<file path="src/rtl/bp_be_pkg.sv">
// Shared backend writeback types: arbiter state enum, writeback packet layout and width macro.
`define BP_BE_WB_PKT_WIDTH(addr_w, data_w) (2 + (addr_w) + (data_w))

package bp_be_pkg;

  localparam int unsigned dword_width_gp    = 64;
  localparam int unsigned reg_addr_width_gp = 5;

  typedef enum logic {
    e_wb_normal = 1'b0,
    e_wb_drain  = 1'b1
  } bp_be_wb_arb_state_e;

  typedef struct packed {
    logic                         rd_w_v;
    logic                         fp_not_int;
    logic [reg_addr_width_gp-1:0] rd_addr;
    logic [dword_width_gp-1:0]    rd_data;
  } bp_be_wb_pkt_s;

  localparam int unsigned wb_pkt_width_gp = $bits(bp_be_wb_pkt_s);

endpackage

</file>
<file path="src/rtl/bp_be_wb_rr_picker.sv">
// Round-robin picker: first valid requester at or after the pointer, wrapping.
module bp_be_wb_rr_picker
  import bp_be_pkg::*;
#(
  parameter  int unsigned num_p        = 3,
  localparam int unsigned ptr_width_lp = $clog2(num_p)
) (
  input  logic [num_p-1:0]        v_i,
  input  logic [ptr_width_lp-1:0] ptr_i,
  output logic [num_p-1:0]        grant_o,
  output logic [ptr_width_lp-1:0] idx_o,
  output logic                    v_o
);

  always_comb begin
    grant_o = '0;
    idx_o   = '0;
    v_o     = 1'b0;
    for (int unsigned off = 0; off < num_p; off++) begin
      if (!v_o && v_i[(32'(ptr_i) + off) % num_p]) begin
        v_o   = 1'b1;
        idx_o = ptr_width_lp'((32'(ptr_i) + off) % num_p);
      end
    end
    if (v_o) grant_o[idx_o] = 1'b1;
  end

endmodule

</file>
<file path="src/rtl/bp_be_wb_arbiter.sv">
// Regfile write-port arbiter: primary pipe first, long-latency requesters round-robin,
// with a starvation stall. Optional BP_BE_WB_ARB_STATS_EN enables the denied-cycle counter.
module bp_be_wb_arbiter
  import bp_be_pkg::*;
#(
  parameter  int unsigned num_ll_p         = 3,
  parameter  int unsigned dword_width_p    = 64,
  parameter  int unsigned reg_addr_width_p = 5,
  parameter  int unsigned starve_limit_p   = 8,
  localparam int unsigned wb_pkt_width_lp  = 2 + reg_addr_width_p + dword_width_p
) (
  input  logic                              clk_i,
  input  logic                              reset_i,
  input  logic [wb_pkt_width_lp-1:0]        pipe_wb_pkt_i,
  input  logic [num_ll_p-1:0]               ll_v_i,
  input  logic [num_ll_p*wb_pkt_width_lp-1:0] ll_pkt_i,
  output logic [num_ll_p-1:0]               ll_yumi_o,
  output logic [wb_pkt_width_lp-1:0]        wb_pkt_o,
  output logic                              pipe_stall_o,
  output logic [31:0]                       ll_stall_cnt_o
);

  localparam int unsigned ptr_width_lp = $clog2(num_ll_p);
  localparam int unsigned cnt_width_lp = $clog2(starve_limit_p + 1);
  localparam int unsigned v_bit_lp     = wb_pkt_width_lp - 1;
  localparam int unsigned fp_bit_lp    = wb_pkt_width_lp - 2;

  bp_be_wb_arb_state_e         state_q, state_d;
  logic [ptr_width_lp-1:0]     rr_ptr_q, rr_ptr_d;
  logic [cnt_width_lp-1:0]     starve_cnt_q, starve_cnt_d;
  logic [wb_pkt_width_lp-1:0]  wb_pkt_q, wb_pkt_d;
  logic                        pipe_stall_q, pipe_stall_d;

  logic [num_ll_p-1:0]         win_grant;
  logic [ptr_width_lp-1:0]     win_idx;
  logic                        win_v;
  logic                        pipe_v;
  logic                        ll_sel;
  logic                        sel_v;
  logic                        denied;
  logic                        x0_dest;
  logic [wb_pkt_width_lp-1:0]  sel_pkt;

  assign pipe_v = pipe_wb_pkt_i[v_bit_lp];

  bp_be_wb_rr_picker #(.num_p(num_ll_p)) picker (
    .v_i     (ll_v_i),
    .ptr_i   (rr_ptr_q),
    .grant_o (win_grant),
    .idx_o   (win_idx),
    .v_o     (win_v)
  );

  // Selection; nothing is accepted while reset is held so pending requests survive it.
  always_comb begin
    ll_yumi_o = '0;
    sel_pkt   = '0;
    sel_v     = 1'b0;
    ll_sel    = 1'b0;
    if (!reset_i) begin
      if (pipe_v) begin
        sel_pkt = pipe_wb_pkt_i;
        sel_v   = 1'b1;
      end else if (win_v) begin
        ll_sel    = 1'b1;
        ll_yumi_o = win_grant;
        sel_pkt   = ll_pkt_i[32'(win_idx) * wb_pkt_width_lp +: wb_pkt_width_lp];
        sel_v     = 1'b1;
      end
    end
  end

  assign denied = (|ll_v_i) && !ll_sel;

  // Next-state: output packet, pointer, starvation counter and drain FSM.
  always_comb begin
    x0_dest      = !sel_pkt[fp_bit_lp] && (sel_pkt[dword_width_p +: reg_addr_width_p] == '0);
    wb_pkt_d     = sel_pkt;
    wb_pkt_d[v_bit_lp] = sel_v && sel_pkt[v_bit_lp] && !x0_dest;
    rr_ptr_d     = rr_ptr_q;
    starve_cnt_d = '0;
    state_d      = state_q;
    pipe_stall_d = pipe_stall_q;

    if (ll_sel) begin
      rr_ptr_d = (win_idx == ptr_width_lp'(num_ll_p - 1)) ? '0
                                                           : ptr_width_lp'(32'(win_idx) + 32'd1);
    end

    if (denied) begin
      starve_cnt_d = (starve_cnt_q == cnt_width_lp'(starve_limit_p))
                   ? starve_cnt_q : starve_cnt_q + cnt_width_lp'(1);
    end

    case (state_q)
      e_wb_normal: begin
        if (denied && starve_cnt_d == cnt_width_lp'(starve_limit_p - 1)) begin
          state_d      = e_wb_drain;
          pipe_stall_d = 1'b1;
        end
      end
      e_wb_drain: begin
        // A pipe write here is an upstream bug; the pipe still wins and we keep draining.
        if (!pipe_v && (ll_sel || ll_v_i == '0)) begin
          state_d      = e_wb_normal;
          pipe_stall_d = 1'b0;
        end
      end
      default: begin
        state_d      = e_wb_normal;
        pipe_stall_d = 1'b0;
      end
    endcase
  end

  always_ff @(posedge clk_i) begin
    if (reset_i) begin
      state_q      <= e_wb_normal;
      rr_ptr_q     <= '0;
      starve_cnt_q <= '0;
      wb_pkt_q     <= '0;
      pipe_stall_q <= 1'b0;
    end else begin
      state_q      <= state_d;
      rr_ptr_q     <= rr_ptr_d;
      starve_cnt_q <= starve_cnt_d;
      wb_pkt_q     <= wb_pkt_d;
      pipe_stall_q <= pipe_stall_d;
    end
  end

  assign wb_pkt_o     = wb_pkt_q;
  assign pipe_stall_o = pipe_stall_q;

`ifdef BP_BE_WB_ARB_STATS_EN
  logic [31:0] stall_cnt_q, stall_cnt_d;

  always_comb begin
    stall_cnt_d = stall_cnt_q;
    if (denied && stall_cnt_q != '1) stall_cnt_d = stall_cnt_q + 32'd1;
  end

  always_ff @(posedge clk_i) begin
    if (reset_i) stall_cnt_q <= '0;
    else         stall_cnt_q <= stall_cnt_d;
  end

  assign ll_stall_cnt_o = stall_cnt_q;
`else
  assign ll_stall_cnt_o = '0;
`endif

  a_no_pipe_write_while_stalled: assert property (
    @(posedge clk_i) disable iff (reset_i) !(pipe_stall_q && pipe_v));

endmodule

</file>
<file path="config.mk">
export PLATFORM = sky130hd
export DESIGN_NAME = bp_be_wb_arbiter
export DESIGN_NICKNAME = d
export VERILOG_FILES = /design/src/rtl/bp_be_pkg.sv /design/src/rtl/bp_be_wb_rr_picker.sv /design/src/rtl/bp_be_wb_arbiter.sv
export SDC_FILE = /design/constraint.sdc
export NUM_CORES = 1
export LEC_CHECK = 0
export BUFFER_PORTS_ARGS = -buffer_cell sky130_fd_sc_hd__buf_2
export CORE_AREA = 4 4 151 153
export DETAILED_ROUTE_END_ITERATION = 16
export DIE_AREA = 0 0 155 157
export SYNTH_ARGS = -nofsm -noshare
export SYNTH_HDL_FRONTEND = slang
export SYNTH_HIERARCHICAL = 1
export SYNTH_SLANG_ARGS = --single-unit
</file>
<file path="constraint.sdc">
create_clock -name clk_i -period 5.3 [get_ports clk_i]
set_clock_uncertainty 0.15 [all_clocks]
set_input_delay 0.53 -clock clk_i [delete_from_list [all_inputs] [get_ports clk_i]]
set_output_delay 0.53 -clock clk_i [all_outputs]
set_load 0.01 [all_outputs]
</file>
==> flow_summary.ini, run 1 <==
[status]
status = finished clean

[grt]
grtUsageTotal = 0.138
grt_pass1_vias = 4768
grt_overflow = 0
grt_pass1_wl_um = 26300
antenna_found_initial = 0
grt_max_degree = 76

[worst_setup_path]
reg2regPathDepth = 11
worstSetupPathType = reg -> reg
critPathMaxFanout = 28
start_kind = flip-flop
end_kind = flip-flop
required_ns = 5.35
cp.arrival_ns = 3.72

[clock_tree]
cts_max_level = 3
cts_hold_buffers = 0
clk_latency_ns = 0.33
clockBufferDepth = 2
cts_tree = yes
cts_made_buffers = 9
cts-resized-gates = 0
clock-sinks = 79
clk_pin_slew_worst_paths_ns = 0.07
postCtsSetupBuffers = 0
cts_root_buffer = clkbuf_16

[synth]
syn_area_per_cell_um2 = 8.83
synth_ff_type = dfxtp_1
synth-seq-cells = 79
synth_cell_type_count = 49
async_flop_share = 0
synth-edff-count = 0
ys.warnings.count = 6
syn-cell-area_mm2 = 0.00463
yosysSeqAreaShare = 0.341
syn_inst = 525

[sta]
setup_tns_ns = 0
maxSlewViolCount = 0
hold_viol_final = 0
hold_slack_ns = 0.254
fmax_ghz = 0.273
rsz0062_at_grt = false
max_slew_margin = 0.393
setup_viol = 0
tightest_slew_ns = 0.908
period_minus_slack_ns = 3.67
finalCritPeriodShare = 0.692

[routing]
drt_iter0_markers = 193
via_per_inst = 4.40
wl_per_cell_um = 16.2
drc = 0
vias = 5053
ant_nets = 0
drt_wl_total_um = 18600
drtPass1Iterations = 4

[finish]
syn_to_final_growth_pct = 47.4
drive_gt1_frac = 0.460
instances_no_fill = 1149
nNetsFinal = 1159
mostFrequentLayoutCell = buf_2
stdcell_area_mm2 = 0.00683
layout.cells.most_common_list = buf_2, dfxtp_1, nand2_1
antennaDiodeCount = 0

[floorplan]
start_util = 0.215
fp.dieArea_mm2 = 0.0243
placeableCoreArea_mm2 = 0.0216
rows = 54
die_h_um = 157
ios = 396
die_x_um = 155

[pwr]
power.density_mw_per_mm2 = 341
vdd.ir_drop.worst_v = 0.000147
leakagePower_nw = 3.38

[place]
dp_hpwl_um = 14900
gp_congestion = 0.834
port_buffers = 363
dpl.cell_count = 1133
place_area_mm2 = 0.00650

[job]
maxCapViolations = 0

[min_path]
hold_depth = 2
hp-class = in -> reg
-- cells in the mapped netlist, types with 2 or more instances --
library cell / instances / share of area
nand2_1: 75 / 0.061
inv_1: 10 / 0.0081
nor2b_1: 2 / 0.0027
buf_6: 8 / 0.019
o31ai_1: 2 / 0.0032
nand3b_1: 6 / 0.0097
o21ai_2: 2 / 0.0038
buf_1: 4 / 0.0032
a22o_1: 67 / 0.13
nor2_1: 11 / 0.0089
o21a_1: 2 / 0.0032
nor3_1: 2 / 0.0022
dfxtp_1: 79 / 0.34
and2_1: 5 / 0.0068
o21ai_1: 72 / 0.078
o211ai_1: 2 / 0.0032
clkbuf_1: 16 / 0.013
ha_1: 6 / 0.016
buf_2: 10 / 0.011
o21ai_0: 4 / 0.0043
nand3_1: 2 / 0.0022
a21o_1: 2 / 0.0032
a21oi_1: 4 / 0.0043
mux2_2: 2 / 0.0049
buf_4: 34 / 0.055
mux2i_1: 73 / 0.16
-- routing by layer --
layer,vias to the layer above,track usage,part of all wire
li1,2496,-,-
met1,2299,0.170,0.40
met2,242,0.238,0.49
met3,16,0.0344,0.087
met4,0,0.0404,0.016
met5,-,0,0
-- cell families (layout without fill, tap and decap cells) --
group	Yosys count	count (layout)	synth area share
buf+inv	83	396	0.113
compound gates	164	164	0.244
flops	79	79	0.341
xor+xnor	2	2	0.00378
mux	77	77	0.168
other cells	1	32	0.000809
fa+ha+maj	6	6	0.0162
simple gates	113	113	0.113
-- through the flow --
stage | power [mW] | setup slack [ns] | utilization
after global routing | 2.49 | 1.44 | 0.317
after CTS | 2.38 | 1.64 | 0.317
final | 2.33 | 1.63 | 0.317
after global placement | 1.65 | 1.76 | 0.302
after floorplan | 1.38 | 2.57 | -
after detailed placement | 1.66 | 1.65 | 0.302
-- final timing paths --
path	startpoint	endpoint	slack (ns)
setup / recovery	rr_ptr_q[0]	wb_pkt_o[70]	1.63
hold / removal	pipe_wb_pkt_i[20]	wb_pkt_o[20]	0.25
setup reg to reg	rr_ptr_q[0]	wb_pkt_o[70]	1.63
hold reg to reg	pipe_stall_o	pipe_stall_o	0.34
-- worst max-delay path, cell delays in order, from the launching register on --
cell	delay, ns
dfxtp_1	0.38
inv_1	0.08
ha_1	0.44
mux2i_1	0.22
nor2_1	0.06
o21ai_1	0.21
and2_4	0.49
buf_4	0.41
mux2i_1	0.27
o21ai_2	0.08
o31ai_1	0.56
a211oi_2	0.14
-- area by class of cell --
type | count | area, µm²
Fill cell | 2312 | 14700
Tap cell | 280 | 350
Clock buffer | 10 | 239
Multi-Input combinational cell | 394 | 2660
Clock inverter | 6 | 92.6
Inverter | 10 | 37.5
Sequential cell | 79 | 1580
Timing Repair Buffer | 370 | 1870
-- state kept, by name, indices dropped and copies added (netlist names) --
name          cells
pipe_stall_o      1
rr_ptr_q          2
starve_cnt_q      4
state_q           1
wb_pkt_o         71
-- power by group --
| part | internal [mW] | switching (mW) | total (mW) |
|---|---|---|---|
| Clock | 0.428 | 0.264 | 0.692 |
| Combinational | 0.417 | 0.523 | 0.940 |
| Sequential | 0.675 | 0.0234 | 0.698 |
| Total | 1.52 | 0.810 | 2.33 |
No activity file was read; power rests on OpenSTA's default activity.
==> run 2: changes to the inputs <==
==> constraint.sdc (replaced) <==
create_clock -name clk_i -period 3.25 [get_ports clk_i]
set_clock_uncertainty 0.15 [all_clocks]
set_input_delay 0.325 -clock clk_i [delete_from_list [all_inputs] [get_ports clk_i]]
set_output_delay 0.325 -clock clk_i [all_outputs]
set_load 0.01 [all_outputs]
==> run 2 against run 1 <==
Net effect: via count up 1.3%; utilization up 0.26 points; power up 61%; global-route usage up 0.68 points; worst hold slack worse by 0.21 ns; routed wire length up 4.1%; clock power up 47%; critical endpoint unchanged; sequential share of layout area down 0.19 points; highest routed layer is now met5; combinational power up 68%; register-to-register slack worse by 1.3 ns.
==> flow_summary.ini, run 2 (synthesized netlist as in run 1, its figures left out) <==
[routing]
ant_nets = 0
vias = 5119
drtPass1Iterations = 4
wl_per_cell_um = 16.8
drt_wl_total_um = 19400
drc = 0
drt_iter0_markers = 204
via_per_inst = 4.42

[worst_setup_path]
required_ns = 3.31
crit_family = compound AO/OA/AOI/OAI gates
cp_num_buf_inv = 1
critPathSlowestCell = ha_1
cp.arrival_ns = 3.02
r2r_slack_ns = 0.29
critPathMaxFanout = 15
cp_cell_sequence = inv_1, ha_1, mux2i_1, nor2_1, o21ai_1, and2_4, nor2b_1, a211o_1, a32o_1, and4b_1, a211oi_2
crit_path_max_incr_delay_ns = 0.44
worstSetupPathType = reg -> reg
end_kind = flip-flop
start_kind = flip-flop

[clock_tree]
clock-sinks = 79
clk_pin_slew_worst_paths_ns = 0.07
cts_made_buffers = 9
cts_max_level = 3
cts_root_buffer = clkbuf_16
cts_tree = yes
cts_hold_buffers = 0
cts-resized-gates = 0
clockBufferDepth = 2
postCtsSetupBuffers = 0
clk_latency_ns = 0.34

[sta]
finalCritPeriodShare = 0.910
period_minus_slack_ns = 2.96
hold_viol_final = 0
setup_tns_ns = 0
rsz0062_at_grt = false
maxSlewViolCount = 0
fmax_ghz = 0.338
setup_viol = 0

[finish]
syn_to_final_growth_pct = 48.7
instances_no_fill = 1157
layout.cells.most_common_list = buf_2, dfxtp_1, nand2_1
largest_reg_flops = 71
mostFrequentLayoutCell = buf_2
fillCellCount = 2309
drive_gt1_frac = 0.465
nNetsFinal = 1167
stdcell_area_mm2 = 0.00689

[pwr]
internal_power_mw = 2.41
seqPwrFrac = 0.305
vdd.ir_drop.worst_v = 0.000190
power_switching_mw = 1.33
clock_power_share = 0.273
power_switching_share = 0.355
combPwrFrac = 0.422
leakagePower_nw = 3.41
power.density_mw_per_mm2 = 544
finalPower_mw = 3.74

[min_path]
hp-class = in -> reg

[floorplan]
rows = 54
fp.dieArea_mm2 = 0.0243
start_util = 0.215
placeableCoreArea_mm2 = 0.0216
die_x_um = 155
ios = 396
die_h_um = 157

[grt]
grt_pass1_wl_um = 27200
antenna_found_initial = 3
grt_overflow = 0
grtUsageTotal = 0.144
grt_max_degree = 41
grt_pass1_vias = 4893

[job]
maxCapViolations = 0

[place]
gp_congestion = 0.835
dpl.cell_count = 1141
dp_hpwl_um = 15800
port_buffers = 363
place_area_mm2 = 0.00660

[status]
status = finished clean
-- run 2: cell types whose count changed in the layout (fill, tap and decap cells not counted), sizes merged --
| cell | change |
|---|---|
| clkinvlp | +1 |
| inv | -1 |
| buf | +8 |
| clkbuf | -1 |
| diode | +1 |
| clkinv | +1 |
| bufinv | -1 |
-- run 2: through the flow --
| step | setup slack (ns) | hold slack (ns) | util |
|---|---|---|---|
| global route | 0.0543 | 0.0293 | 0.320 |
| detailed placement | 0.292 | 0.318 | 0.306 |
| floorplan | 0.610 | 0.240 | - |
| finish | 0.294 | 0.0434 | 0.320 |
| CTS | 0.278 | 0.0193 | 0.319 |
| global placement | 0.381 | 0.317 | 0.306 |
-- run 2: per-layer routing --
layer	wire length [µm]	GRT usage	share of wire	vias to the layer above
li1	-	-	-	2509
met1	7860	0.174	0.41	2345
met2	9470	0.245	0.49	235
met3	1590	0.0368	0.082	26
met4	430	0.0614	0.022	4
met5	34	0	0.0018	-
-- run 2: worst paths after layout --
path | depth (start not counted) | from | endpoint
setup / recovery | 11 | rr_ptr_q[0] | wb_pkt_o[70]
hold / removal | 2 | pipe_wb_pkt_i[18] | wb_pkt_o[18]
setup reg to reg | 11 | rr_ptr_q[0] | wb_pkt_o[70]
hold reg to reg | 2 | pipe_stall_o | pipe_stall_o
-- run 2: power by group through the flow --
stage	logic, mW	clock network, mW	registers, mW
2_1_floorplan	1.02	0	1.23
3_3_place_gp	1.58	0	1.16
3_5_place_dp	1.60	0	1.17
4_1_cts	1.60	1.07	1.14
5_1_grt	1.73	1.10	1.15
6_report	1.58	1.02	1.14
-- run 2: layout make-up --
| cell class | count | area (µm²) | area share |
|---|---|---|---|
| multi-input combinational | 394 | 2660 | 0.386 |
| timing repair buffer | 378 | 1970 | 0.286 |
| sequential | 79 | 1580 | 0.230 |
| tap | 280 | 350 | 0.0509 |
| clock buffer | 9 | 225 | 0.0327 |
| clock inverter | 6 | 62.6 | 0.00908 |
| inverter | 10 | 37.5 | 0.00545 |
| antenna | 1 | 2.50 | 0.000363 |
-- run 2: worst reg2reg max path, cell delays in order, from the launching register on --
cell	delay, ns
dfxtp_1	0.38
inv_1	0.08
ha_1	0.44
mux2i_1	0.23
nor2_1	0.05
o21ai_1	0.21
and2_4	0.35
nor2b_1	0.08
a211o_1	0.27
a32o_1	0.26
and4b_1	0.27
a211oi_2	0.06
